### config.mk
export PLATFORM = sky130hd
export DESIGN_NAME = teensy_packet_framer_flat
export DESIGN_NICKNAME = d
export VERILOG_FILES = /design/src/rtl/teensy_packet_framer_pkg.sv /design/src/rtl/teensy_packet_framer_if.sv /design/src/rtl/teensy_packet_framer_byte_mux.sv /design/src/rtl/teensy_packet_framer.sv /design/src/flat_wrapper.sv
export SDC_FILE = /design/constraint.sdc
export NUM_CORES = 1
export LEC_CHECK = 0
export BUFFER_PORTS_ARGS = -buffer_cell sky130_fd_sc_hd__buf_2
export CAP_MARGIN = 20
export CORE_MARGIN = 10
export CORE_UTILIZATION = 50
export CTS_BUF_LIST = sky130_fd_sc_hd__clkbuf_16
export DETAILED_ROUTE_END_ITERATION = 10
export PLACE_DENSITY = 0.85
export SLEW_MARGIN = 20
export SYNTH_ARGS = -nofsm -noshare
export SYNTH_HDL_FRONTEND = slang
export SYNTH_SLANG_ARGS = --single-unit
### constraint.sdc
create_clock -name clk -period 4.27 [get_ports clk]
set_input_delay 0.427 -clock clk [delete_from_list [all_inputs] [get_ports clk]]
set_output_delay 0.427 -clock clk [all_outputs]
set_load 0.05 [all_outputs]
### src/rtl/teensy_packet_framer_pkg.sv
// rtl/teensy_packet_framer_pkg.sv - shared types and constants for the Teensy link framer
package teensy_if_pkg;

  typedef enum logic [2:0] {
    ST_IDLE,
    ST_HDR,
    ST_FRM,
    ST_POS,
    ST_CHK
  } framer_state_t;

  localparam logic [7:0] HEADER_DEFAULT = 8'hFF;

  // Filter modes of the position calculators, shared with their consumers.
  localparam logic [1:0] MODE_NO_FILTERING = 2'd0;
  localparam logic [1:0] MODE_FILTERING    = 2'd1;
  localparam logic [1:0] MODE_REMOVE_DRIFT = 2'd2;

  localparam int BYTE_IDX_W = 2;
  localparam int CH_IDX_W   = 3;

endpackage

### src/rtl/teensy_packet_framer_if.sv
// rtl/teensy_packet_framer_if.sv - byte stream handshake toward the RS-232C transmitter
interface teensy_packet_framer_if;
  logic       tx_valid;
  logic       tx_ready;
  logic [7:0] tx_data;

  modport master (output tx_valid, output tx_data, input tx_ready);
  modport slave  (input tx_valid, input tx_data, output tx_ready);
endinterface

### src/rtl/teensy_packet_framer_byte_mux.sv
// rtl/teensy_packet_framer_byte_mux.sv - selects the packet byte for a given state and index
module packet_byte_mux
  import teensy_if_pkg::*;
#(
  parameter logic [7:0] HEADER      = HEADER_DEFAULT,
  parameter int         NUM_CH      = 2,
  parameter int         FRAME_BYTES = 4,
  parameter int         POSTI_BYTES = 4
) (
  input  framer_state_t                       state_i,
  input  logic [BYTE_IDX_W-1:0]               byte_idx_i,
  input  logic [CH_IDX_W-1:0]                 ch_idx_i,
  input  logic [FRAME_BYTES*8-1:0]            frame_i,
  input  logic [NUM_CH*POSTI_BYTES*8-1:0]     posti_i,
  input  logic [7:0]                          csum_i,
  output logic [7:0]                          byte_o
);

  logic [31:0]                      pos_off;
  logic [FRAME_BYTES*8-1:0]         frame_sh;
  logic [NUM_CH*POSTI_BYTES*8-1:0]  posti_sh;

  assign pos_off  = (32'(ch_idx_i) * 32'(POSTI_BYTES) + 32'(byte_idx_i)) * 32'd8;
  assign frame_sh = frame_i >> {byte_idx_i, 3'b000};
  assign posti_sh = posti_i >> pos_off;

  always_comb begin
    byte_o = 8'h00;
    case (state_i)
      ST_HDR:  byte_o = HEADER;
      ST_FRM:  byte_o = frame_sh[7:0];
      ST_POS:  byte_o = posti_sh[7:0];
      ST_CHK:  byte_o = csum_i;
      default: byte_o = 8'h00;
    endcase
  end

endmodule

### src/rtl/teensy_packet_framer.sv
// rtl/teensy_packet_framer.sv - snapshots frame/position words and streams them as a checksummed packet
module teensy_packet_framer
  import teensy_if_pkg::*;
#(
  parameter logic [7:0] HEADER      = HEADER_DEFAULT,
  parameter int         NUM_CH      = 2,
  parameter int         FRAME_BYTES = 4,
  parameter int         POSTI_BYTES = 4,
  parameter bit         CHECKSUM_EN = 1'b1
) (
  input  logic                              clk,
  input  logic                              rst,
  input  logic                              start,
  input  logic [FRAME_BYTES*8-1:0]          frame_num,
  input  logic [NUM_CH*POSTI_BYTES*8-1:0]   posti_data,
  teensy_packet_framer_if.master            tx,
  output logic                              busy,
  output logic                              pkt_done,
  output logic [15:0]                       overrun_cnt
);

  localparam logic [BYTE_IDX_W-1:0] FRM_LAST = BYTE_IDX_W'(FRAME_BYTES - 1);
  localparam logic [BYTE_IDX_W-1:0] POS_LAST = BYTE_IDX_W'(POSTI_BYTES - 1);
  localparam logic [CH_IDX_W-1:0]   CH_LAST  = CH_IDX_W'(NUM_CH - 1);

  framer_state_t                    state_q, state_d;
  logic [BYTE_IDX_W-1:0]            byte_idx_q, byte_idx_d;
  logic [CH_IDX_W-1:0]              ch_idx_q, ch_idx_d;
  logic [FRAME_BYTES*8-1:0]         frame_q, frame_d;
  logic [NUM_CH*POSTI_BYTES*8-1:0]  posti_q, posti_d;
  logic [7:0]                       csum_q, csum_d;
  logic                             tx_valid_q, tx_valid_d;
  logic [7:0]                       tx_data_q, tx_data_d;
  logic                             pkt_done_q, pkt_done_d;
  logic [15:0]                      overrun_q, overrun_d;
  logic                             accept;
  logic [7:0]                       mux_byte;

  assign accept = tx_valid_q & tx.tx_ready;

  // Fed with next-state indices so tx_data is registered alongside the state it belongs to.
  packet_byte_mux #(
    .HEADER      (HEADER),
    .NUM_CH      (NUM_CH),
    .FRAME_BYTES (FRAME_BYTES),
    .POSTI_BYTES (POSTI_BYTES)
  ) u_mux (
    .state_i    (state_d),
    .byte_idx_i (byte_idx_d),
    .ch_idx_i   (ch_idx_d),
    .frame_i    (frame_q),
    .posti_i    (posti_q),
    .csum_i     (csum_d),
    .byte_o     (mux_byte)
  );

  always_comb begin
    state_d    = state_q;
    byte_idx_d = byte_idx_q;
    ch_idx_d   = ch_idx_q;
    frame_d    = frame_q;
    posti_d    = posti_q;
    csum_d     = csum_q;
    pkt_done_d = 1'b0;
    overrun_d  = overrun_q;

    case (state_q)
      ST_IDLE: if (start) begin
        state_d    = ST_HDR;
        byte_idx_d = '0;
        ch_idx_d   = '0;
        csum_d     = 8'h00;
        frame_d    = frame_num;
        posti_d    = posti_data;
      end
      ST_HDR: if (accept) begin
        state_d    = ST_FRM;
        byte_idx_d = '0;
      end
      ST_FRM: if (accept) begin
        csum_d = csum_q + tx_data_q;
        if (byte_idx_q == FRM_LAST) begin
          state_d    = ST_POS;
          byte_idx_d = '0;
          ch_idx_d   = '0;
        end else begin
          byte_idx_d = byte_idx_q + BYTE_IDX_W'(1);
        end
      end
      ST_POS: if (accept) begin
        csum_d = csum_q + tx_data_q;
        if (byte_idx_q == POS_LAST) begin
          byte_idx_d = '0;
          if (ch_idx_q == CH_LAST) begin
            state_d    = CHECKSUM_EN ? ST_CHK : ST_IDLE;
            pkt_done_d = !CHECKSUM_EN;
          end else begin
            ch_idx_d = ch_idx_q + CH_IDX_W'(1);
          end
        end else begin
          byte_idx_d = byte_idx_q + BYTE_IDX_W'(1);
        end
      end
      ST_CHK: if (accept) begin
        state_d    = ST_IDLE;
        pkt_done_d = 1'b1;
      end
      default: state_d = ST_IDLE;
    endcase

    if (start && (state_q != ST_IDLE) && (overrun_q != 16'hFFFF)) begin
      overrun_d = overrun_q + 16'd1;
    end

    tx_valid_d = (state_d != ST_IDLE);
    tx_data_d  = mux_byte;
  end

  always_ff @(posedge clk or posedge rst) begin
    if (rst) begin
      state_q    <= ST_IDLE;
      byte_idx_q <= '0;
      ch_idx_q   <= '0;
      frame_q    <= '0;
      posti_q    <= '0;
      csum_q     <= 8'h00;
      tx_valid_q <= 1'b0;
      tx_data_q  <= 8'h00;
      pkt_done_q <= 1'b0;
      overrun_q  <= 16'h0000;
    end else begin
      state_q    <= state_d;
      byte_idx_q <= byte_idx_d;
      ch_idx_q   <= ch_idx_d;
      frame_q    <= frame_d;
      posti_q    <= posti_d;
      csum_q     <= csum_d;
      tx_valid_q <= tx_valid_d;
      tx_data_q  <= tx_data_d;
      pkt_done_q <= pkt_done_d;
      overrun_q  <= overrun_d;
    end
  end

  assign tx.tx_valid = tx_valid_q;
  assign tx.tx_data  = tx_data_q;
  assign busy        = (state_q != ST_IDLE);
  assign pkt_done    = pkt_done_q;
  assign overrun_cnt = overrun_q;

endmodule

### src/flat_wrapper.sv
// flat-port wrapper written by rule: the top's interface ports become plain ports
module teensy_packet_framer_flat import teensy_if_pkg::*;
#(
  parameter logic [7:0] HEADER      = HEADER_DEFAULT,
  parameter int         NUM_CH      = 2,
  parameter int         FRAME_BYTES = 4,
  parameter int         POSTI_BYTES = 4,
  parameter bit         CHECKSUM_EN = 1'b1
)
  (clk, rst, start, frame_num, posti_data, busy, pkt_done, overrun_cnt, tx_tx_valid, tx_tx_data, tx_tx_ready);
  teensy_packet_framer_if tx_i ();
  input  logic clk;
  input  logic rst;
  input  logic start;
  input  logic [FRAME_BYTES*8-1:0] frame_num;
  input  logic [NUM_CH*POSTI_BYTES*8-1:0] posti_data;
  output logic busy;
  output logic pkt_done;
  output logic [15:0] overrun_cnt;
  output wire logic [$bits(tx_i.tx_valid)-1:0] tx_tx_valid;
  output wire logic [$bits(tx_i.tx_data)-1:0] tx_tx_data;
  input wire logic [$bits(tx_i.tx_ready)-1:0] tx_tx_ready;
  assign tx_tx_valid = tx_i.tx_valid;
  assign tx_tx_data = tx_i.tx_data;
  assign tx_i.tx_ready = tx_tx_ready;
  teensy_packet_framer #(.HEADER(HEADER), .NUM_CH(NUM_CH), .FRAME_BYTES(FRAME_BYTES), .POSTI_BYTES(POSTI_BYTES), .CHECKSUM_EN(CHECKSUM_EN)) u_core (.clk(clk), .rst(rst), .start(start), .frame_num(frame_num), .posti_data(posti_data), .tx(tx_i), .busy(busy), .pkt_done(pkt_done), .overrun_cnt(overrun_cnt));
endmodule
After elaboration in Yosys (flattened, before gate mapping)
Cells that the tools add are included.
- bits in registers: 138
- bits of input ports: 100
- output and inout bits: 27
- logic and storage cells: 63
- $add $sub $neg: 5
- equal/unequal tests: 11
- shift operators: 2
- multiplexer cells: 27
- bitwise operators: 1
- reductions and logical operators: 7
- operator list (kind ; number):
    $shr 64x9->8 ; 1
    $mux 3 ; 14
    $pmux 8 s4 ; 1
    $shr 32x5->8 ; 1
    $add 16x1->16 const B ; 1
    $mux 8 ; 2
    $ne 16x16->1 const B ; 1
    $pmux 8 s2 ; 1
    $pmux 3 s5 ; 1
    $eq 3x2->1 const B ; 4
    $eq 3x1->1 const B ; 3
    $pmux 3 s3 ; 1
    $add 8x8->8 ; 1
    $mux 2 ; 4
    $add 5x2->6 ; 1
    $eq 3x3->1 const B ; 2
    $pmux 2 s3 ; 1
    $reduce_bool 3->1 ; 2
    $add 3x1->3 const B ; 1
    $logic_not 3->1 ; 1
    $add 2x1->2 const B ; 1
    $eq 2x2->1 const B ; 1
    $logic_and 1x1->1 ; 2
    $mux 1 ; 2
    other kinds (3) ; 3

Logic depth before layout (Yosys ltp)
- word-level depth: 8
- gate-level depth with buffers: 11
- depth with buffers taken out: 9

Cells and area by module
Synthesis repeated with hierarchy kept, for this count alone.
- cells, all modules: 504
- area, all modules: 6732.7 um^2
- modules (own cells, without submodules) (module ; instances ; cells an instance ; area an instance (um^2) ; seq. area each (um^2)):
    teensy_packet_framer ; 1 ; 415 ; 5784.3 ; 3453.3
    packet_byte_mux ; 1 ; 89 ; 948.4 ; 0.0

Worst setup path after synthesis
OpenSTA, ideal clock, no wires.
- path type: flip-flop to flip-flop
- start: register u_core.tx_valid_q (netlist: u_core.tx.tx_valid)
- end: register u_core.tx_data_q[0] (netlist: u_core.tx.tx_data[0])
- setup time: 0.144 ns
- arrival: 2.399 ns
- data required time: 4.126 ns
- slack: 1.727 ns
- stages on the path, launching flop included: 11
- buffers on the path: 3
- period minus slack after synthesis: 2.543 ns
- cells stage by stage: dfrtp_1 -> and4b_1 -> buf_6 -> a21oi_2 -> or3_4 -> buf_6 -> buf_12 -> mux2i_1 -> mux2i_1 -> a221oi_1 -> o221ai_1
- cells in the longest elaborated chain, start to end: 6
- elaborated cells between the ends (all ways): 22
- classes of those cells: add/sub: 1; eq/ne: 4; shift: 2; mux: 14; bitwise: 1
- ends and longest elaborated chain (what ; RTL line ; RTL):
    start: declaration ; teensy_packet_framer.sv:32 ; logic tx_valid_q, tx_valid_d;
    start signal: assignment ; teensy_packet_framer.sv:138 ; tx_valid_q <= tx_valid_d;
    $and 1x1->1 * ; teensy_packet_framer.sv:39 ; assign accept = tx_valid_q & tx.tx_ready;
    $mux 2 (tied with other cells) ; teensy_packet_framer.sv:80 ; ST_FRM: if (accept) begin
    $pmux 2 s3 or $pmux 3 s3 (tied branches) ; teensy_packet_framer.sv:67 ; case (state_q)
    $add 5x2->6 ; teensy_packet_framer_byte_mux.sv:23 ; assign pos_off = (32'(ch_idx_i) * 32'(POSTI_BYTES) + 32'(byte_idx_i)) * 32'd8;
    $shr 64x9->8 ; teensy_packet_framer_byte_mux.sv:25 ; assign posti_sh = posti_i >> pos_off;
    $pmux 8 s4 * ; teensy_packet_framer_byte_mux.sv:29 ; case (state_i)
    via u_core.mux_byte[0] ; teensy_packet_framer.sv:37 ; logic [7:0] mux_byte;
    end signal: assignment ; teensy_packet_framer.sv:139 ; tx_data_q <= tx_data_d;
    end: declaration ; teensy_packet_framer.sv:33 ; logic [7:0] tx_data_q, tx_data_d;
Mark *: on every way through the listed nets, which the timed path passes. The rest lies on a longest branch.
A chain may end at the register's enable or synchronous reset.

Worst setup path in the final report
- start: register u_core.state_q[0]
- end: register u_core.tx_data_q[7] (netlist: u_core.tx.tx_data[7])
- cells in the longest elaborated chain, start to end: 6
- elaborated cells between the ends (all ways): 26
- classes of those cells: add/sub: 1; eq/ne: 8; shift: 2; mux: 13; reduce/logical: 2
- ends and longest elaborated chain (what ; RTL line ; RTL):
    start: declaration ; teensy_packet_framer.sv:26 ; framer_state_t state_q, state_d;
    start signal: assignment ; teensy_packet_framer.sv:132 ; state_q <= state_d;
    $eq 3x2->1 or $mux 3 (tied branches) ; teensy_packet_framer.sv:67, teensy_packet_framer.sv:94 ;
    $reduce_or 2->1 (no source line) or $mux 3 (tied branches) ; - ;
    $pmux 2 s3 or $mux 3 (tied branches) ; teensy_packet_framer.sv:67, teensy_packet_framer.sv:90 ;
    $add 5x2->6 or $pmux 3 s5 (tied branches) ; teensy_packet_framer_byte_mux.sv:23, teensy_packet_framer.sv:67 ;
    $shr 64x9->8 (tied with other cells) ; teensy_packet_framer_byte_mux.sv:25 ;
    $pmux 8 s4 * ; teensy_packet_framer_byte_mux.sv:29 ;
    via u_core.mux_byte[7] ; teensy_packet_framer.sv:37 ;
Marks and branches as above.

==> impl_metrics.py <==
metrics = {
    "outcome": {
        "status": "finished, final reports clean",
    },
    "setup_path": {
        "crit_required_ns": 4.57,
        "startpoint": "u_core.state_q[0]",
        "start_kind": "flip-flop",
        "critPathKind": "flip-flop to flip-flop",
        "critPathArrivalTime_ns": 3.57,
        "path_cells": "or3b_1, o211ai_1, and3_1, inv_2, a21oi_1, a221oi_1, a21o_1, a221o_1",
        "r2r_start": "u_core.state_q[0]",
        "slowest_stage": "and3_1",
        "critPathCaptureType": "flip-flop",
        "cpPeakStageDelay_ns": 0.87,
        "worstPathMaxFanout": 19,
    },
    "floorplan": {
        "fp-row-count": 42,
        "die_y_um": 136,
        "die-width_um": 136,
        "start_util": 0.507,
        "die-area_sq_mm": 0.0184,
        "coreArea_sq_mm": 0.0132,
        "io_pins": 127,
    },
    "sta": {
        "finClkSkew_ns": 0.0144,
        "fin_crit_ns": 3.27,
        "setup_viol": 0,
        "finalHoldWorstSlack_ns": 0.156,
        "tns_ns": 0,
        "fin_ws_ns": 1.00,
        "tightest_slew_ns": 1.04,
        "rsz0062_at_grt": "false",
        "min_period_over_period": 0.766,
        "timing.final.hold_violations": 0,
        "slew_headroom": 0.306,
        "drv_slew": 0,
        "max_clock_freq_ghz": 0.306,
    },
    "global_routing": {
        "grt_pass1_wl_um": 28200,
        "grtUsageTotal": 0.193,
        "grt_max_degree": 116,
        "grt_pass1_vias": 5652,
        "grt_overflow": 0,
        "antenna_found_initial": 0,
    },
    "cts": {
        "clk_pin_slew_ns": 0.06,
        "post_cts_buffers": 0,
        "cts_root_buffer": "clkbuf_16",
        "clock_sinks": 138,
        "cts_made_buffers": 17,
        "ctsHoldBuffers": 0,
        "cts_tree": "yes",
        "clock_latency_ns": 0.43,
        "h-tree-depth": 4,
        "cts_max_path_buffers": 2,
        "postCtsResizedCells": 0,
    },
    "layout": {
        "seq_area_sq_mm": 0.00345,
        "nets": 966,
        "antenna_cells": 0,
        "fillers": 1053,
        "area_delta_synth_final_pct": 20.6,
        "multi_input_area_sq_mm": 0.00299,
        "drive_gt1_frac": 0.206,
    },
    "min_path": {
        "hp-class": "input port to async pin",
    },
    "run": {
        "cap_viol_max_count": 0,
    },
    "route": {
        "num_vias": 5635,
        "drt-wirelength-per-cell_um": 17.0,
        "drc_errors": 0,
        "first_iter_violations": 553,
        "first_pass_iters": 7,
        "avgViaCountPerCell": 5.40,
        "wl_um": 17700,
        "ant_nets": 0,
    },
    "synth": {
        "synth_cell_types": 59,
        "synthCells": 741,
        "synthArstFlopShare": 1.00,
        "ys.flop_type": "dfrtp_1",
        "ys_ff_latch": 138,
        "syn_nets": 853,
        "synth_edf_count": 0,
        "avgSynthCellArea_sq_um": 9.03,
        "ys_seq_area_frac": 0.516,
        "netlist_area_sq_mm": 0.00669,
        "yosys_warnings": 0,
    },
    "power": {
        "vdd_ir_drop_max_uv": 431,
        "p_per_area_mw_per_mm2": 843,
        "power_mw": 6.80,
        "p_leak_nw": 4.26,
    },
    "placement": {
        "dp_hpwl_um": 12800,
        "io_buffers": 126,
        "finalWeightedCongestion": 0.895,
        "place_ws_ns": 1.09,
    },
}
Yosys cell counts, types with 5 or more instances:
library cell | count | area (sq um)
nand2_1 | 333 | 1250
dfrtp_1 | 138 | 3450
mux2i_1 | 38 | 380
clkbuf_1 | 22 | 82.6
a21oi_1 | 18 | 90.1
nand3_1 | 14 | 70.1
inv_1 | 13 | 48.8
nor2_1 | 13 | 48.8
ha_1 | 11 | 138
xnor2_1 | 11 | 96.3
xor2_1 | 10 | 87.6
a221oi_1 | 7 | 61.3
a22o_1 | 7 | 61.3
mux2_2 | 7 | 78.8
nor3_1 | 7 | 35.0
buf_2 | 6 | 30.0
and2_1 | 5 | 31.3
and3_1 | 5 | 31.3
nor2b_1 | 5 | 31.3
o221ai_1 | 5 | 43.8
through the flow:
step                 util  area (sq um)  cells
global route        0.611          8060   1043
finish              0.611          8060   1043
CTS                 0.611          8060   1043
global placement    0.560          7390   1011
detailed placement  0.560          7390   1011
floorplan               -          6690    741
sequential cells by signal, summed over array words and instances (netlist names):
| register | cells |
|---|---|
| u_core.csum_q | 8 |
| u_core.byte_idx_q | 2 |
| u_core.frame_q | 32 |
| u_core.ch_idx_q | 3 |
| u_core.overrun_cnt | 16 |
| u_core.tx.tx_data | 8 |
| u_core.posti_q | 64 |
| u_core.tx.tx_valid | 1 |
| u_core.pkt_done | 1 |
| u_core.state_q | 3 |
cells in the final DEF (no fill, tap or decap), types with 5 or more instances in the layout:
master / n
nand2_1: 332
buf_2: 126
inv_1: 13
nor3_1: 7
a22o_1: 7
ha_1: 11
dfrtp_1: 138
clkbuf_16: 17
o221ai_1: 5
mux2i_1: 38
bufinv_16: 6
nor2b_1: 5
nand3_1: 14
a221oi_1: 7
a21oi_1: 18
nor2_1: 13
mux2_2: 7
and3_1: 5
xnor2_1: 11
xor2_1: 10
path summary, 6_finish.rpt:
path	end	slack (ns)	depth (start not counted)
max	u_core.tx.tx_data[7]	1.0	8
min	u_core.overrun_cnt[3]	0.16	2
max reg2reg	u_core.tx.tx_data[7]	1.0	8
min reg2reg	u_core.frame_q[18]	0.47	2
max in group asynchronous	u_core.posti_q[16]	3.27	3
min in group clk	u_core.frame_q[28]	0.19	3
power by group:
part	switching, mW	internal (mW)	leakage [nW]
clock	0.566	1.10	0.329
sequential	0.445	1.88	1.73
combinational	1.73	1.08	2.20
total	2.74	4.06	4.26
final cells by class:
cell class                      count  share of cell area
Sequential cell                   138               0.428
Multi-Input combinational cell    552               0.371
Timing Repair Buffer              130              0.0819
Clock buffer                       17              0.0528
Clock inverter                     15              0.0304
Tap cell                          176              0.0273
Inverter                           15             0.00791
logic make-up after synthesis:
family                   share of synthesized area
buffers and inverters                       0.0367
XOR/XNOR                                    0.0275
AND/OR/NAND/NOR                              0.246
multiplexers                                0.0687
adder cells (fa/ha/maj)                     0.0236
AO/OA/AOI/OAI                               0.0812
flip-flops                                   0.516
per-layer routing:
layer / up-vias / part of all wire / GRT usage
li1: 2669 / - / -
met1: 2677 / 0.42 / 0.243
met2: 244 / 0.47 / 0.305
met3: 45 / 0.076 / 0.0538
met4: 0 / 0.029 / 0.0861
met5: - / 0 / 0
worst max-delay path: cells and delay by family (launching register included):
| kind | cells | cell delay, ns |
|---|---|---|
| AND/OR/NAND/NOR | 2 | 1.32 |
| AO/OA/AOI/OAI | 5 | 1.04 |
| buffers and inverters | 1 | 0.29 |
| flip-flops | 1 | 0.49 |
Power figures use the tool's default switching activity.
